File: src/rtl/sdram_ctrl_pkg.sv
// rtl/sdram_ctrl_pkg.sv - shared SDRAM controller state codes, timing defaults and burst limits
//
// Purpose: init/work state encodings, default timing parameters, burst-length
// limits and small helpers shared by the command stage and refresh timer.
package sdram_ctrl_pkg;

  typedef enum logic [3:0] {
    I_NOP  = 4'd0,
    I_PRE  = 4'd1,
    I_TRP  = 4'd2,
    I_AR1  = 4'd3,
    I_TRF1 = 4'd4,
    I_AR2  = 4'd5,
    I_TRF2 = 4'd6,
    I_MRS  = 4'd7,
    I_TMRD = 4'd8,
    I_DONE = 4'd9
  } init_state_t;

  typedef enum logic [3:0] {
    W_IDLE   = 4'd0,
    W_ACTIVE = 4'd1,
    W_TRCD   = 4'd2,
    W_READ   = 4'd3,
    W_CL     = 4'd4,
    W_RD     = 4'd5,
    W_WRITE  = 4'd6,
    W_WD     = 4'd7,
    W_TDAL   = 4'd8,
    W_AR     = 4'd9,
    W_TRFC   = 4'd10
  } work_state_t;

  localparam int DEF_T_PWR_UP     = 20000;
  localparam int DEF_T_RP         = 2;
  localparam int DEF_T_RFC        = 7;
  localparam int DEF_T_MRD        = 2;
  localparam int DEF_T_RCD        = 2;
  localparam int DEF_CL           = 3;
  localparam int DEF_T_DAL        = 4;
  localparam int DEF_REF_INTERVAL = 1560;

  localparam logic [8:0] BURST_MIN = 9'd1;
  localparam logic [8:0] BURST_MAX = 9'd256;

  // A zero-length burst still moves one beat; anything above 256 is capped.
  function automatic logic [8:0] clamp_burst(input logic [8:0] n);
    if (n < BURST_MIN) return BURST_MIN;
    if (n > BURST_MAX) return BURST_MAX;
    return n;
  endfunction

  // An N-cycle wait state is finished on the cycle its counter reads N-1.
  function automatic logic wait_over(input logic [8:0] cnt, input int n);
    return cnt == 9'(n - 1);
  endfunction

endpackage

File: src/rtl/sdram_ctrl_if.sv
// rtl/sdram_ctrl_if.sv - host-side request/grant and status bundle of the SDRAM controller
//
// Ports (slave = controller view):
//   in : rd_req, wr_req, sdrd_byte[8:0], sdwr_byte[8:0]
//   out: init_state[3:0], work_state[3:0], cnt_clk[8:0], sys_r_wn, init_done,
//        busy, rd_ack, wr_ack, rd_data_valid, wr_data_en
interface sdram_ctrl_if;
  logic       rd_req;
  logic       wr_req;
  logic [8:0] sdrd_byte;
  logic [8:0] sdwr_byte;
  logic [3:0] init_state;
  logic [3:0] work_state;
  logic [8:0] cnt_clk;
  logic       sys_r_wn;
  logic       init_done;
  logic       busy;
  logic       rd_ack;
  logic       wr_ack;
  logic       rd_data_valid;
  logic       wr_data_en;

  modport slave (
    input  rd_req, wr_req, sdrd_byte, sdwr_byte,
    output init_state, work_state, cnt_clk, sys_r_wn, init_done, busy,
           rd_ack, wr_ack, rd_data_valid, wr_data_en
  );

  modport master (
    output rd_req, wr_req, sdrd_byte, sdwr_byte,
    input  init_state, work_state, cnt_clk, sys_r_wn, init_done, busy,
           rd_ack, wr_ack, rd_data_valid, wr_data_en
  );
endinterface

File: src/rtl/sdram_ref_timer.sv
// rtl/sdram_ref_timer.sv - refresh interval counter and pending-refresh flag
//
// Ports: clk, rst_n (sync, active-low); en_i counts while high; clr_i clears the
// pending flag; ref_pending_o requests an auto-refresh.
module sdram_ref_timer
  import sdram_ctrl_pkg::*;
#(
  parameter int REF_INTERVAL = DEF_REF_INTERVAL
) (
  input  logic clk,
  input  logic rst_n,
  input  logic en_i,
  input  logic clr_i,
  output logic ref_pending_o
);

  localparam int CW = ($clog2(REF_INTERVAL) > 0) ? $clog2(REF_INTERVAL) : 1;
  localparam logic [CW-1:0] LAST = CW'(REF_INTERVAL - 1);

  logic [CW-1:0] cnt_q, cnt_d;
  logic          pend_q, pend_d;
  logic          expire;

  always_comb begin
    expire = en_i && (cnt_q == LAST);
    cnt_d  = cnt_q;
    if (en_i) cnt_d = expire ? '0 : cnt_q + 1'b1;
    // A fresh expiry on the same cycle the refresh is granted must not be lost;
    // a repeated expiry while still pending simply leaves the flag set.
    pend_d = pend_q;
    if (clr_i) pend_d = 1'b0;
    if (expire) pend_d = 1'b1;
  end

  always_ff @(posedge clk) begin
    if (!rst_n) begin
      cnt_q  <= '0;
      pend_q <= 1'b0;
    end else begin
      cnt_q  <= cnt_d;
      pend_q <= pend_d;
    end
  end

  assign ref_pending_o = pend_q;

endmodule

File: src/rtl/sdram_ctrl.sv
// rtl/sdram_ctrl.sv - SDRAM controller command stage: init sequence, arbitration and access timing
//
// Ports: clk, rst_n (sync, active-low); host (sdram_ctrl_if.slave) carries the
// read/write requests, burst lengths, grants, data-beat strobes and state codes.
module sdram_ctrl
  import sdram_ctrl_pkg::*;
#(
  parameter int T_PWR_UP     = DEF_T_PWR_UP,
  parameter int T_RP         = DEF_T_RP,
  parameter int T_RFC        = DEF_T_RFC,
  parameter int T_MRD        = DEF_T_MRD,
  parameter int T_RCD        = DEF_T_RCD,
  parameter int CL           = DEF_CL,
  parameter int T_DAL        = DEF_T_DAL,
  parameter int REF_INTERVAL = DEF_REF_INTERVAL
) (
  input  logic         clk,
  input  logic         rst_n,
  sdram_ctrl_if.slave  host
);

  init_state_t init_q, init_d;
  work_state_t work_q, work_d;
  logic [8:0]  cnt_q, cnt_d;
  logic [14:0] pwr_q, pwr_d;
  logic        srwn_q, srwn_d;
  logic [8:0]  burst_q, burst_d;
  logic        init_done;
  logic        ref_pending;
  logic        ref_grant;

  assign init_done = (init_q == I_DONE);

  sdram_ref_timer #(.REF_INTERVAL(REF_INTERVAL)) u_ref (
    .clk           (clk),
    .rst_n         (rst_n),
    .en_i          (init_done),
    .clr_i         (ref_grant),
    .ref_pending_o (ref_pending)
  );

  always_comb begin
    init_d = init_q;
    pwr_d  = pwr_q;
    case (init_q)
      I_NOP: begin
        pwr_d = pwr_q + 15'd1;
        if (pwr_q == 15'(T_PWR_UP - 1)) init_d = I_PRE;
      end
      I_PRE:  init_d = I_TRP;
      I_TRP:  if (wait_over(cnt_q, T_RP)) init_d = I_AR1;
      I_AR1:  init_d = I_TRF1;
      I_TRF1: if (wait_over(cnt_q, T_RFC)) init_d = I_AR2;
      I_AR2:  init_d = I_TRF2;
      I_TRF2: if (wait_over(cnt_q, T_RFC)) init_d = I_MRS;
      I_MRS:  init_d = I_TMRD;
      I_TMRD: if (wait_over(cnt_q, T_MRD)) init_d = I_DONE;
      I_DONE: init_d = I_DONE;
      default: init_d = I_NOP;
    endcase
  end

  always_comb begin
    work_d    = work_q;
    srwn_d    = srwn_q;
    burst_d   = burst_q;
    ref_grant = 1'b0;
    case (work_q)
      W_IDLE: begin
        if (init_done) begin
          if (ref_pending) begin
            work_d    = W_AR;
            ref_grant = 1'b1;
          end else if (host.rd_req) begin
            work_d = W_ACTIVE;
            srwn_d = 1'b1;
          end else if (host.wr_req) begin
            work_d = W_ACTIVE;
            srwn_d = 1'b0;
          end
        end
      end
      W_ACTIVE: begin
        // Length is frozen here so the host may change it once granted.
        burst_d = clamp_burst(srwn_q ? host.sdrd_byte : host.sdwr_byte);
        work_d  = W_TRCD;
      end
      W_TRCD:  if (wait_over(cnt_q, T_RCD)) work_d = srwn_q ? W_READ : W_WRITE;
      W_READ:  work_d = W_CL;
      W_CL:    if (wait_over(cnt_q, CL)) work_d = W_RD;
      W_RD:    if (cnt_q == burst_q - 9'd1) work_d = W_IDLE;
      // W_WRITE carries the first beat, so W_WD only covers the remaining ones.
      W_WRITE: work_d = (burst_q == 9'd1) ? W_TDAL : W_WD;
      W_WD:    if (cnt_q == burst_q - 9'd2) work_d = W_TDAL;
      W_TDAL:  if (wait_over(cnt_q, T_DAL)) work_d = W_IDLE;
      W_AR:    work_d = W_TRFC;
      W_TRFC:  if (wait_over(cnt_q, T_RFC)) work_d = W_IDLE;
      default: work_d = W_IDLE;
    endcase
  end

  // Only one of the two FSMs moves at a time, so a single counter serves both.
  always_comb begin
    if ((init_d != init_q) || (work_d != work_q)) cnt_d = 9'd0;
    else if (cnt_q == 9'd511)                     cnt_d = cnt_q;
    else                                          cnt_d = cnt_q + 9'd1;
  end

  always_ff @(posedge clk) begin
    if (!rst_n) begin
      init_q  <= I_NOP;
      work_q  <= W_IDLE;
      cnt_q   <= 9'd0;
      pwr_q   <= 15'd0;
      srwn_q  <= 1'b0;
      burst_q <= 9'd1;
    end else begin
      init_q  <= init_d;
      work_q  <= work_d;
      cnt_q   <= cnt_d;
      pwr_q   <= pwr_d;
      srwn_q  <= srwn_d;
      burst_q <= burst_d;
    end
  end

  assign host.init_state    = init_q;
  assign host.work_state    = work_q;
  assign host.cnt_clk       = cnt_q;
  assign host.sys_r_wn      = srwn_q;
  assign host.init_done     = init_done;
  assign host.busy          = !init_done || (work_q != W_IDLE);
  assign host.rd_ack        = (work_q == W_ACTIVE) && srwn_q;
  assign host.wr_ack        = (work_q == W_ACTIVE) && !srwn_q;
  assign host.rd_data_valid = (work_q == W_RD);
  assign host.wr_data_en    = (work_q == W_WRITE) || (work_q == W_WD);

endmodule

File: src/flat_wrapper.sv
// flat-port wrapper written by rule: the top's interface ports become plain ports
module sdram_ctrl_flat import sdram_ctrl_pkg::*;
#(
  parameter int T_PWR_UP     = DEF_T_PWR_UP,
  parameter int T_RP         = DEF_T_RP,
  parameter int T_RFC        = DEF_T_RFC,
  parameter int T_MRD        = DEF_T_MRD,
  parameter int T_RCD        = DEF_T_RCD,
  parameter int CL           = DEF_CL,
  parameter int T_DAL        = DEF_T_DAL,
  parameter int REF_INTERVAL = DEF_REF_INTERVAL
)
  (clk, rst_n, host_rd_req, host_wr_req, host_sdrd_byte, host_sdwr_byte, host_init_state, host_work_state, host_cnt_clk, host_sys_r_wn, host_init_done, host_busy, host_rd_ack, host_wr_ack, host_rd_data_valid, host_wr_data_en);
  sdram_ctrl_if host_i ();
  input  logic clk;
  input  logic rst_n;
  input wire logic [$bits(host_i.rd_req)-1:0] host_rd_req;
  input wire logic [$bits(host_i.wr_req)-1:0] host_wr_req;
  input wire logic [$bits(host_i.sdrd_byte)-1:0] host_sdrd_byte;
  input wire logic [$bits(host_i.sdwr_byte)-1:0] host_sdwr_byte;
  output wire logic [$bits(host_i.init_state)-1:0] host_init_state;
  output wire logic [$bits(host_i.work_state)-1:0] host_work_state;
  output wire logic [$bits(host_i.cnt_clk)-1:0] host_cnt_clk;
  output wire logic [$bits(host_i.sys_r_wn)-1:0] host_sys_r_wn;
  output wire logic [$bits(host_i.init_done)-1:0] host_init_done;
  output wire logic [$bits(host_i.busy)-1:0] host_busy;
  output wire logic [$bits(host_i.rd_ack)-1:0] host_rd_ack;
  output wire logic [$bits(host_i.wr_ack)-1:0] host_wr_ack;
  output wire logic [$bits(host_i.rd_data_valid)-1:0] host_rd_data_valid;
  output wire logic [$bits(host_i.wr_data_en)-1:0] host_wr_data_en;
  assign host_i.rd_req = host_rd_req;
  assign host_i.wr_req = host_wr_req;
  assign host_i.sdrd_byte = host_sdrd_byte;
  assign host_i.sdwr_byte = host_sdwr_byte;
  assign host_init_state = host_i.init_state;
  assign host_work_state = host_i.work_state;
  assign host_cnt_clk = host_i.cnt_clk;
  assign host_sys_r_wn = host_i.sys_r_wn;
  assign host_init_done = host_i.init_done;
  assign host_busy = host_i.busy;
  assign host_rd_ack = host_i.rd_ack;
  assign host_wr_ack = host_i.wr_ack;
  assign host_rd_data_valid = host_i.rd_data_valid;
  assign host_wr_data_en = host_i.wr_data_en;
  sdram_ctrl #(.T_PWR_UP(T_PWR_UP), .T_RP(T_RP), .T_RFC(T_RFC), .T_MRD(T_MRD), .T_RCD(T_RCD), .CL(CL), .T_DAL(T_DAL), .REF_INTERVAL(REF_INTERVAL)) u_core (.clk(clk), .rst_n(rst_n), .host(host_i));
endmodule
File: config.mk
export PLATFORM = sky130hd
export DESIGN_NAME = sdram_ctrl_flat
export DESIGN_NICKNAME = d
export VERILOG_FILES = /design/src/rtl/sdram_ctrl_pkg.sv /design/src/rtl/sdram_ctrl_if.sv /design/src/rtl/sdram_ref_timer.sv /design/src/rtl/sdram_ctrl.sv /design/src/flat_wrapper.sv
export SDC_FILE = /design/constraint.sdc
export NUM_CORES = 1
export LEC_CHECK = 0
export BUFFER_PORTS_ARGS = -buffer_cell sky130_fd_sc_hd__buf_4
export CAP_MARGIN = 15
export CORE_ASPECT_RATIO = 2
export CORE_MARGIN = 4
export CORE_UTILIZATION = 58
export DETAILED_ROUTE_END_ITERATION = 7
export HOLD_SLACK_MARGIN = 0.12
export MAX_ROUTING_LAYER = met4
export PLACE_DENSITY = 0.77
export SLEW_MARGIN = 30
export SYNTH_ARGS = -nofsm -noshare
export SYNTH_HDL_FRONTEND = slang
export SYNTH_SLANG_ARGS = --single-unit
File: constraint.sdc
create_clock -name clk -period 3 [get_ports clk]
set_input_delay 0.75 -clock clk [delete_from_list [all_inputs] [get_ports clk]]
set_output_delay 0.75 -clock clk [all_outputs]
set_load 0.02 [all_outputs]
==> results.json, run 1 <==
{
  "final_common_cell": "nor2_1",
  "status": "finished, final reports clean",
  "async_flop_share_pct": 0,
  "coreArea_um2": 5420,
  "drive_above_1_share_pct": 16.5,
  "gp_congestion": 0.939,
  "hold_viol": 0,
  "clkSinkCount": 54,
  "worst_ep_required_time_ns": 3.19,
  "seq_area_frac_synth_pct": 33.2,
  "cp-start-kind": "register",
  "avgSynthCellArea_um2": 8.13,
  "drc": 0,
  "initial_core_util_pct": 60.1,
  "finClkSkew_ns": 0.00635,
  "yosysTopAreaCell": "dfxtp_1",
  "syn_area_um2": 3260,
  "final_cell_mix": "62 x nor2_1, 54 x dfxtp_1, 51 x buf_4",
  "critical_path_class": "reg -> reg",
  "synth_edf_count": 0,
  "clkTransAtPathRegs_ns": 0.09,
  "num_io_pins": 46,
  "die-width_um": 61.0,
  "ys_types": 53,
  "numCtsBuffers": 5,
  "syn_inst": 401,
  "drt-total-wl_mm": 7.67,
  "crit_chain": "inv_1 > ha_1 > nand2b_1 > o211a_1 > o31a_1 > nor4_1 > nand3b_1 > and4_1 > nor4b_1",
  "die_h_um": 114,
  "critPathArrivalTime_ns": 2.95,
  "vias_per_cell": 5.96,
  "placement.io_buffers": 45,
  "grt_max_degree": 20,
  "wire_per_inst_um": 15.4,
  "hold_buffers": 0,
  "cpPeakStageDelay_ns": 0.51,
  "hold_class": "reg -> reg",
  "grt_setup_unrepaired": "no",
  "num_rows": 38,
  "track_usage_pct": 24.2,
  "final_area_um2": 3710,
  "ir_drop_mv": 0.447,
  "worstMarginPinSlew_ns": 0.637,
  "hpwlAfterDp_mm": 5.88,
  "cts_tree": "done",
  "synth_flop_cell": "dfxtp_1",
  "setup_tns_ns": 0,
  "synth_seq_cells": 54,
  "slowest_stage": "nor4_1",
  "drt_iter0_drc": 128,
  "cap_violations": 0,
  "cts-root-buf": "clkbuf_8",
  "clock_latency_ns": 0.31,
  "crit_fanout": 9,
  "final_nets": 468,
  "drv_slew": 0,
  "dr_total_vias": 2963,
  "yosys_warnings": 0,
  "synth_top_area_share_pct": 33.2,
  "power.leakage_nw": 1.49,
  "synth_nets": 433,
  "setup_viol": 0,
  "yosys-top-cells-area": "dfxtp_1 33%, nor2_1 7.1%, xor2_1 6.7%",
  "grt_pass1_vias": 2898,
  "place_area_um2": 3600,
  "final_antenna_net_count": 0,
  "finalCriticalPeriod_ns": 2.76,
  "grt_pass1_wl_mm": 12.8,
  "antenna_found_initial": 0,
  "relSlewSlack_pct": 57.5,
  "clk_path_buf_depth": 2,
  "area_growth_pct": 13.8,
  "power_density_nw_per_um2": 341,
  "overflow": 0,
  "n_antenna_cell": 0,
  "drt_pass1_iterations": 4,
  "h-tree-depth": 2,
  "end_kind": "register",
  "fmax_mhz": 362,
  "dieArea_um2": 6960,
  "fin_crit_sh_pct": 92.0
}
==> layout make-up <==
class                           instances  area (µm²)
Clock inverter                          2        17.5
Timing Repair Buffer                   51         383
Multi-Input combinational cell        309        2010
Clock buffer                            6        82.6
Tap cell                               60        75.1
Fill cell                             479        1710
Inverter                               15        56.3
Sequential cell                        54        1080
==> metrics by stage <==
step / hold WS [ns] / total power [mW] / util, % / std cells / setup slack [ns]
after floorplan: 0.459 / 0.805 / - / 401 / 0.489
after global placement: 0.475 / 0.846 / 66.5 / 489 / 0.295
after detailed placement: 0.486 / 0.848 / 66.5 / 489 / 0.208
after CTS: 0.499 / 1.28 / 68.4 / 497 / 0.185
after global routing: 0.532 / 1.32 / 68.4 / 497 / 0.0175
final: 0.506 / 1.26 / 68.4 / 497 / 0.240
==> sequential cells by signal, summed over array words and instances (netlist names) <==
signal and cells:
u_core.host.init_state 4, u_core.host.cnt_clk 9, u_core.u_ref.cnt_q 11, u_core.pwr_q 15, u_core.burst_q 9, u_core.host.sys_r_wn 1
u_core.host.work_state 4, u_core.u_ref.ref_pending_o 1
==> Yosys cell counts (all sizes together) (4+ instances only) <==
master and number:
and3 6, nor4b 10, buf 8, nand3b 4, nor2b 7, nand3 17, xnor2 22, a21oi 16
inv 15, nand4 6, clkbuf 15, nor4 10, nor2 62, dfxtp 54, ha 10, a22oi 9
nor3 11, mux2 7, xor2 25, nand2b 4, nand2 29, and4 8, o21ai 10
==> routing by layer <==
layer	routed length [µm]	global-route usage (%)	vias up
li1	-	-	1480
met1	3040	26.4	1415
met2	4180	41.7	53
met3	296	4.53	15
met4	158	9.55	0
met5	0	-	-
==> final timing paths <==
kind | from | to | slack, ns | depth (start not counted)
hold reg to reg | u_core.burst_q[8] | u_core.burst_q[8] | 0.51 | 2
setup reg to reg | u_core.burst_q[2] | u_core.host.cnt_clk[2] | 0.24 | 9
hold / removal | u_core.burst_q[8] | u_core.burst_q[8] | 0.51 | 2
setup / recovery | u_core.burst_q[2] | u_core.host.cnt_clk[2] | 0.24 | 9
==> critical path: cells and delay by family, from the launching register on <==
kind,cells,cell delay [ns]
AO/OA/AOI/OAI,2,0.37
AND/OR/NAND/NOR,5,1.48
adder cells (fa/ha/maj),1,0.23
buffers and inverters,1,0.10
flip-flops,1,0.47
==> cells by family (layout without fill, tap and decap cells) <==
| group | after synthesis | after routing | share of synthesized area (%) |
|---|---|---|---|
| xor gates and xnor gates | 47 | 47 | 12.6 |
| buffers and inverters | 38 | 74 | 5.18 |
| and+or+nand+nor | 187 | 187 | 30.2 |
| AOI/OAI and AO/OA | 55 | 55 | 11.6 |
| muxes | 10 | 10 | 3.34 |
| DFF | 54 | 54 | 33.2 |
| adders and majority gates | 10 | 10 | 3.84 |
==> power by group <==
group / internal, mW / switching [mW] / leakage (nW)
clock network: 0.190 / 0.242 / 0.0514
registers: 0.724 / 0.0113 / 0.436
logic: 0.0492 / 0.0467 / 1.00
total: 0.963 / 0.300 / 1.49
==> what timing repair did <==
action	in CTS	in global routing
setup buffers	0	0
gates resized for setup	0	1
hold endpoints to repair	0	0
endpoints found under the setup margin	0	9
Note: power is estimated with default switching activity, not from simulation.
==> run 2, diff against run 1 <==
--- a/config.mk
+++ b/config.mk
@@ -7,13 +7,15 @@
 export LEC_CHECK = 0
 export BUFFER_PORTS_ARGS = -buffer_cell sky130_fd_sc_hd__buf_4
 export CAP_MARGIN = 15
+export CELL_PAD_IN_SITES_DETAIL_PLACEMENT = 1
+export CELL_PAD_IN_SITES_GLOBAL_PLACEMENT = 1
 export CORE_ASPECT_RATIO = 2
 export CORE_MARGIN = 4
-export CORE_UTILIZATION = 58
+export CORE_UTILIZATION = 43
 export DETAILED_ROUTE_END_ITERATION = 7
 export HOLD_SLACK_MARGIN = 0.12
 export MAX_ROUTING_LAYER = met4
-export PLACE_DENSITY = 0.77
+export PLACE_DENSITY = 0.76
 export SLEW_MARGIN = 30
 export SYNTH_ARGS = -nofsm -noshare
 export SYNTH_HDL_FRONTEND = slang
==> results.json, run 2 (synthesis results as in run 1) <==
{
  "status": "finished, final reports clean",
  "relSlewSlack_pct": 56.1,
  "cp_common_cell": "buf_4",
  "slowest_stage": "dfxtp_1",
  "fin_util_pct": 52.1,
  "gp_congestion": 0.862,
  "rr_worst_depth": 11,
  "finalCriticalPeriod_ns": 2.74,
  "hold_class": "reg -> reg",
  "coreArea_um2": 7320,
  "p_int_mw": 1.08,
  "num_rows": 44,
  "use_met1_pct": 20.9,
  "cts-root-buf": "clkbuf_16",
  "worstMarginPinSlew_ns": 0.658,
  "final_cell_mix": "62 x nor2_1, 54 x buf_4, 54 x dfxtp_1",
  "drive_above_1_share_pct": 16.8,
  "critPathArrivalTime_ns": 2.93,
  "use_met3_pct": 3.44,
  "initial_core_util_pct": 44.5,
  "drc": 0,
  "hold_buffers": 0,
  "largest-register": "u_core.pwr_q",
  "wire_per_inst_um": 17.0,
  "h-tree-depth": 2,
  "cap_violations": 0,
  "n_antenna_cell": 0,
  "power_density_nw_per_um2": 370,
  "setup_viol": 0,
  "largest_reg_flops": 15,
  "instances_no_fill": 532,
  "grt_max_degree": 19,
  "crit_chain": "inv_1 > ha_1 > nor3b_2 > buf_4 > and3_1 > o21ai_0 > nor4_1 > buf_4 > nand3b_1 > and4_1 > nor4b_1",
  "clkPwrFrac_pct": 40.8,
  "hpwlAfterDp_mm": 7.06,
  "num_io_pins": 46,
  "holdPathStages": 2,
  "track_usage_pct": 20.9,
  "numCtsBuffers": 5,
  "vias_per_cell": 5.75,
  "overflow": 0,
  "clock_latency_ns": 0.29,
  "grt_setup_unrepaired": "no",
  "power.leakage_nw": 1.52,
  "drv_slew": 0,
  "top_usage_layer": "met2",
  "area_growth_pct": 17.0,
  "drt-total-wl_mm": 9.04,
  "p_sw_mw": 0.327,
  "switching_share_pct": 23.2,
  "ir_drop_mv": 0.322,
  "dieArea_um2": 9120,
  "die_h_um": 131,
  "use_met2_pct": 38.9,
  "critical_path_class": "reg -> reg",
  "die-width_um": 69.6,
  "grt_pass1_vias": 3175,
  "dr_total_vias": 3057,
  "fmax_mhz": 365,
  "clkTransAtPathRegs_ns": 0.07,
  "postCtsSetupBuffers": 0,
  "grt_pass1_wl_mm": 15.2,
  "biggestRegsByFlops": "u_core.pwr_q (15), u_core.u_ref.cnt_q (11)",
  "finClkSkew_ns": 0.00559,
  "dp.cells": 524,
  "final_nets": 471,
  "drt_pass1_iterations": 4,
  "clk_path_buf_depth": 2,
  "end_kind": "register",
  "crit_fanout": 9,
  "p_total_mw": 1.41,
  "placement.io_buffers": 45,
  "cp-start-kind": "register",
  "antenna_found_initial": 0,
  "worst_ep_required_time_ns": 3.19,
  "final_common_cell": "nor2_1",
  "final_antenna_net_count": 0,
  "hold_viol": 0,
  "fin_crit_sh_pct": 91.3,
  "clkSinkCount": 54,
  "cts_tree": "done",
  "setup_tns_ns": 0,
  "cpPeakStageDelay_ns": 0.45,
  "drt_iter0_drc": 109,
  "comb_power_share_pct": 7.0,
  "seqPwrFrac_pct": 52.2
}
==> run 2: changes by cell type in the layout (fill, tap and decap cells not counted), sizes merged <==
| cell | delta |
|---|---|
| buf | +3 |
==> run 2: area by class of cell <==
class,count,area [µm²]
clock buffers,6,129
clock inverters,2,13.8
fillers,919,3510
inverters,15,56.3
multi-input cells,309,2010
flip-flops and latches,54,1080
well taps,92,115
repair buffers,54,405
==> run 2: routing by layer <==
metal	routed length [µm]	vias to the layer above	share of wire, %
met4	275	0	3.0
met3	293	18	3.2
met1	3430	1494	38
met2	5040	59	56
li1	-	1486	-
met5	0	-	0
==> run 2: path summary, 6_finish.rpt <==
kind,startpoint,end,slack (ns)
hold reg to reg,u_core.u_ref.ref_pending_o,u_core.u_ref.ref_pending_o,0.51
setup / recovery,u_core.burst_q[2],u_core.host.cnt_clk[2],0.26
hold / removal,u_core.u_ref.ref_pending_o,u_core.u_ref.ref_pending_o,0.51
setup reg to reg,u_core.burst_q[2],u_core.host.cnt_clk[2],0.26
==> run 2: critical path: cells and delay by family (launching register included) <==
kind            cells  cell delay (ns)
compound gates      1             0.18
fa+ha+maj           1             0.26
flops               1             0.45
buf+inv             3             0.42
simple gates        6             1.33
==> run 2: power groups by stage <==
stage                     clock network [mW]  registers [mW]  logic (mW)
after global placement                     0           0.752      0.0976
after detailed placement                   0           0.752      0.0998
final                                  0.576           0.735      0.0990
after CTS                              0.595           0.735       0.101
after global routing                   0.613           0.737       0.110
after floorplan                            0           0.753      0.0523
==> run 2: stage by stage <==
step	instance area, µm²	worst slack [ns]	hold WS (ns)
global route	3810	0.0480	0.535
finish	3810	0.262	0.510
floorplan	3260	0.489	0.459
detailed placement	3670	0.305	0.497
CTS	3810	0.235	0.507
global placement	3670	0.446	0.483
==> run 2: repair_timing <==
| item | 4_1_cts | 5_1_grt |
|---|---|---|
| gates resized for setup | 0 | 1 |
| endpoints found under the setup margin | 0 | 2 |
| endpoints found under the hold margin | 0 | 0 |
==> run 3, diff against run 2 <==
==> constraint.sdc (replaced) <==
create_clock -name clk -period 3 [get_ports clk]
set_input_delay 0.15 -clock clk [delete_from_list [all_inputs] [get_ports clk]]
set_output_delay 0.15 -clock clk [all_outputs]
set_load 0.02 [all_outputs]
==> results.json, run 3 (synthesis results as in run 1) <==
{
  "holdPathEnd": "u_core.host.work_state[0]",
  "postCtsResizedCells": 0,
  "finClkSkew_ns": 0.00795,
  "drive_above_1_share_pct": 16.6,
  "worstMarginPinSlew_ns": 0.615,
  "fillers": 911,
  "die-width_um": 69.6,
  "slowest_stage": "or4_1",
  "multiInputGateArea_um2": 2010,
  "hpwlAfterDp_mm": 6.98,
  "postCtsSetupBuffers": 0,
  "status": "finished, final reports clean",
  "holdPathStages": 2,
  "clk_path_buf_depth": 2,
  "relSlewSlack_pct": 59.0,
  "largest-register": "u_core.pwr_q",
  "antenna_found_initial": 0,
  "end_kind": "register",
  "drt_pass1_iterations": 4,
  "gp_congestion": 0.860,
  "critPathTopFamily": "simple AND/OR/NAND/NOR gates",
  "crit_chain": "inv_1 > ha_1 > nor3b_1 > nand3_1 > xnor2_1 > or4_1 > o21ai_2 > and4_1 > nor4b_1",
  "final_nets": 470,
  "worst_ep_required_time_ns": 3.17,
  "fmax_mhz": 368,
  "clkSinkCount": 54,
  "r2r_slack_ns": 0.28,
  "vias_per_cell": 5.74,
  "track_usage_pct": 21.4,
  "crit_fanout": 9,
  "grt_pass1_vias": 3266,
  "cp-start-kind": "register",
  "cts_tree": "done",
  "num_io_pins": 46,
  "numCtsBuffers": 5,
  "ir_drop_mv": 0.352,
  "holdCritStartpoint": "rst_n",
  "biggestRegsByFlops": "u_core.pwr_q (15), u_core.u_ref.cnt_q (11)",
  "drv_slew": 0,
  "placement.io_buffers": 45,
  "grt_pass1_wl_mm": 15.6,
  "power_density_nw_per_um2": 395,
  "rr_worst_depth": 9,
  "setup_tns_ns": 0,
  "drt_iter0_drc": 147,
  "regToRegStartpoint": "u_core.burst_q[1]",
  "h-tree-depth": 2,
  "dieArea_um2": 9120,
  "num_rows": 44,
  "area_growth_pct": 17.5,
  "critPathArrivalTime_ns": 2.89,
  "regArea_um2": 1080,
  "fin_util_pct": 52.3,
  "coreArea_um2": 7320,
  "final_antenna_net_count": 0,
  "cts-root-buf": "clkbuf_16",
  "die_h_um": 131,
  "clkTransAtPathRegs_ns": 0.07,
  "grt_max_degree": 33,
  "dr_total_vias": 3050,
  "final_cell_mix": "62 x nor2_1, 54 x dfxtp_1, 52 x buf_4",
  "overflow": 0,
  "final_common_cell": "nor2_1",
  "hold_class": "in -> reg",
  "clock_latency_ns": 0.30,
  "grt_setup_unrepaired": "no",
  "hold_viol": 0,
  "setup_viol": 0,
  "initial_core_util_pct": 44.5,
  "cpPeakStageDelay_ns": 0.54,
  "finalCriticalPeriod_ns": 2.72,
  "cap_violations": 0,
  "fin_crit_sh_pct": 90.6,
  "wire_per_inst_um": 17.1,
  "largest_reg_flops": 15,
  "drc": 0,
  "critical_path_class": "reg -> reg",
  "drt-total-wl_mm": 9.10,
  "cp_num_buf_inv": 1,
  "rr_endpoint": "u_core.host.cnt_clk[5]",
  "power.leakage_nw": 1.53,
  "hold_buffers": 1,
  "n_antenna_cell": 0
}
==> run 3: how the worst max path moves through the flow <==
stage                              to  cells after the start         startpoint
2_1_floorplan  u_core.host.cnt_clk[0]                     11  u_core.burst_q[2]
3_5_place_dp   u_core.host.cnt_clk[5]                      9  u_core.burst_q[1]
4_1_cts        u_core.host.cnt_clk[4]                      9  u_core.burst_q[1]
3_3_place_gp   u_core.host.cnt_clk[4]                     11  u_core.burst_q[2]
5_1_grt        u_core.host.cnt_clk[7]                     11  u_core.burst_q[1]
6_report       u_core.host.cnt_clk[5]                      9  u_core.burst_q[1]
==> run 3: power breakdown <==
part / internal [mW] / switching, mW
clock network: 0.396 / 0.281
registers: 0.724 / 0.0116
logic: 0.0493 / 0.0498
==> run 3: final cells by class <==
cell class	instances	share of cell area, %
well taps	92	3.00
flip-flops and latches	54	28.2
clock inverters	3	1.14
multi-input cells	309	52.4
clock buffers	5	3.27
repair buffers	53	10.5
inverters	15	1.47
==> run 3: stage by stage <==
stage	hold slack [ns]	total power, mW	instance area (µm²)	worst slack, ns	std cells
2_1_floorplan	0.267	0.805	3260	0.489	401
3_3_place_gp	0.414	0.849	3650	0.443	522
3_5_place_dp	0.431	0.852	3650	0.342	522
4_1_cts	0.149	1.53	3830	0.296	531
5_1_grt	0.155	1.57	3830	0.00584	531
6_report	0.153	1.51	3830	0.281	531
==> run 3: worst reg2reg max path, stage by stage, from the launching register on <==
cell and delay (ns):
dfxtp_1 0.35, inv_1 0.14, ha_1 0.25, nor3b_1 0.28, nand3_1 0.13, xnor2_1 0.14, or4_1 0.54, o21ai_2 0.21
and4_1 0.44, nor4b_1 0.10
==> run 3: layer usage <==
| metal | up-vias | routed length (µm) | share of wire [%] | track usage (%) |
|---|---|---|---|---|
| met5 | - | 0 | 0 | - |
| met4 | 0 | 296 | 3.3 | 10.7 |
| met3 | 20 | 314 | 3.5 | 3.67 |
| met2 | 61 | 4980 | 55 | 39.3 |
| met1 | 1492 | 3510 | 39 | 21.2 |
| li1 | 1477 | - | - | - |
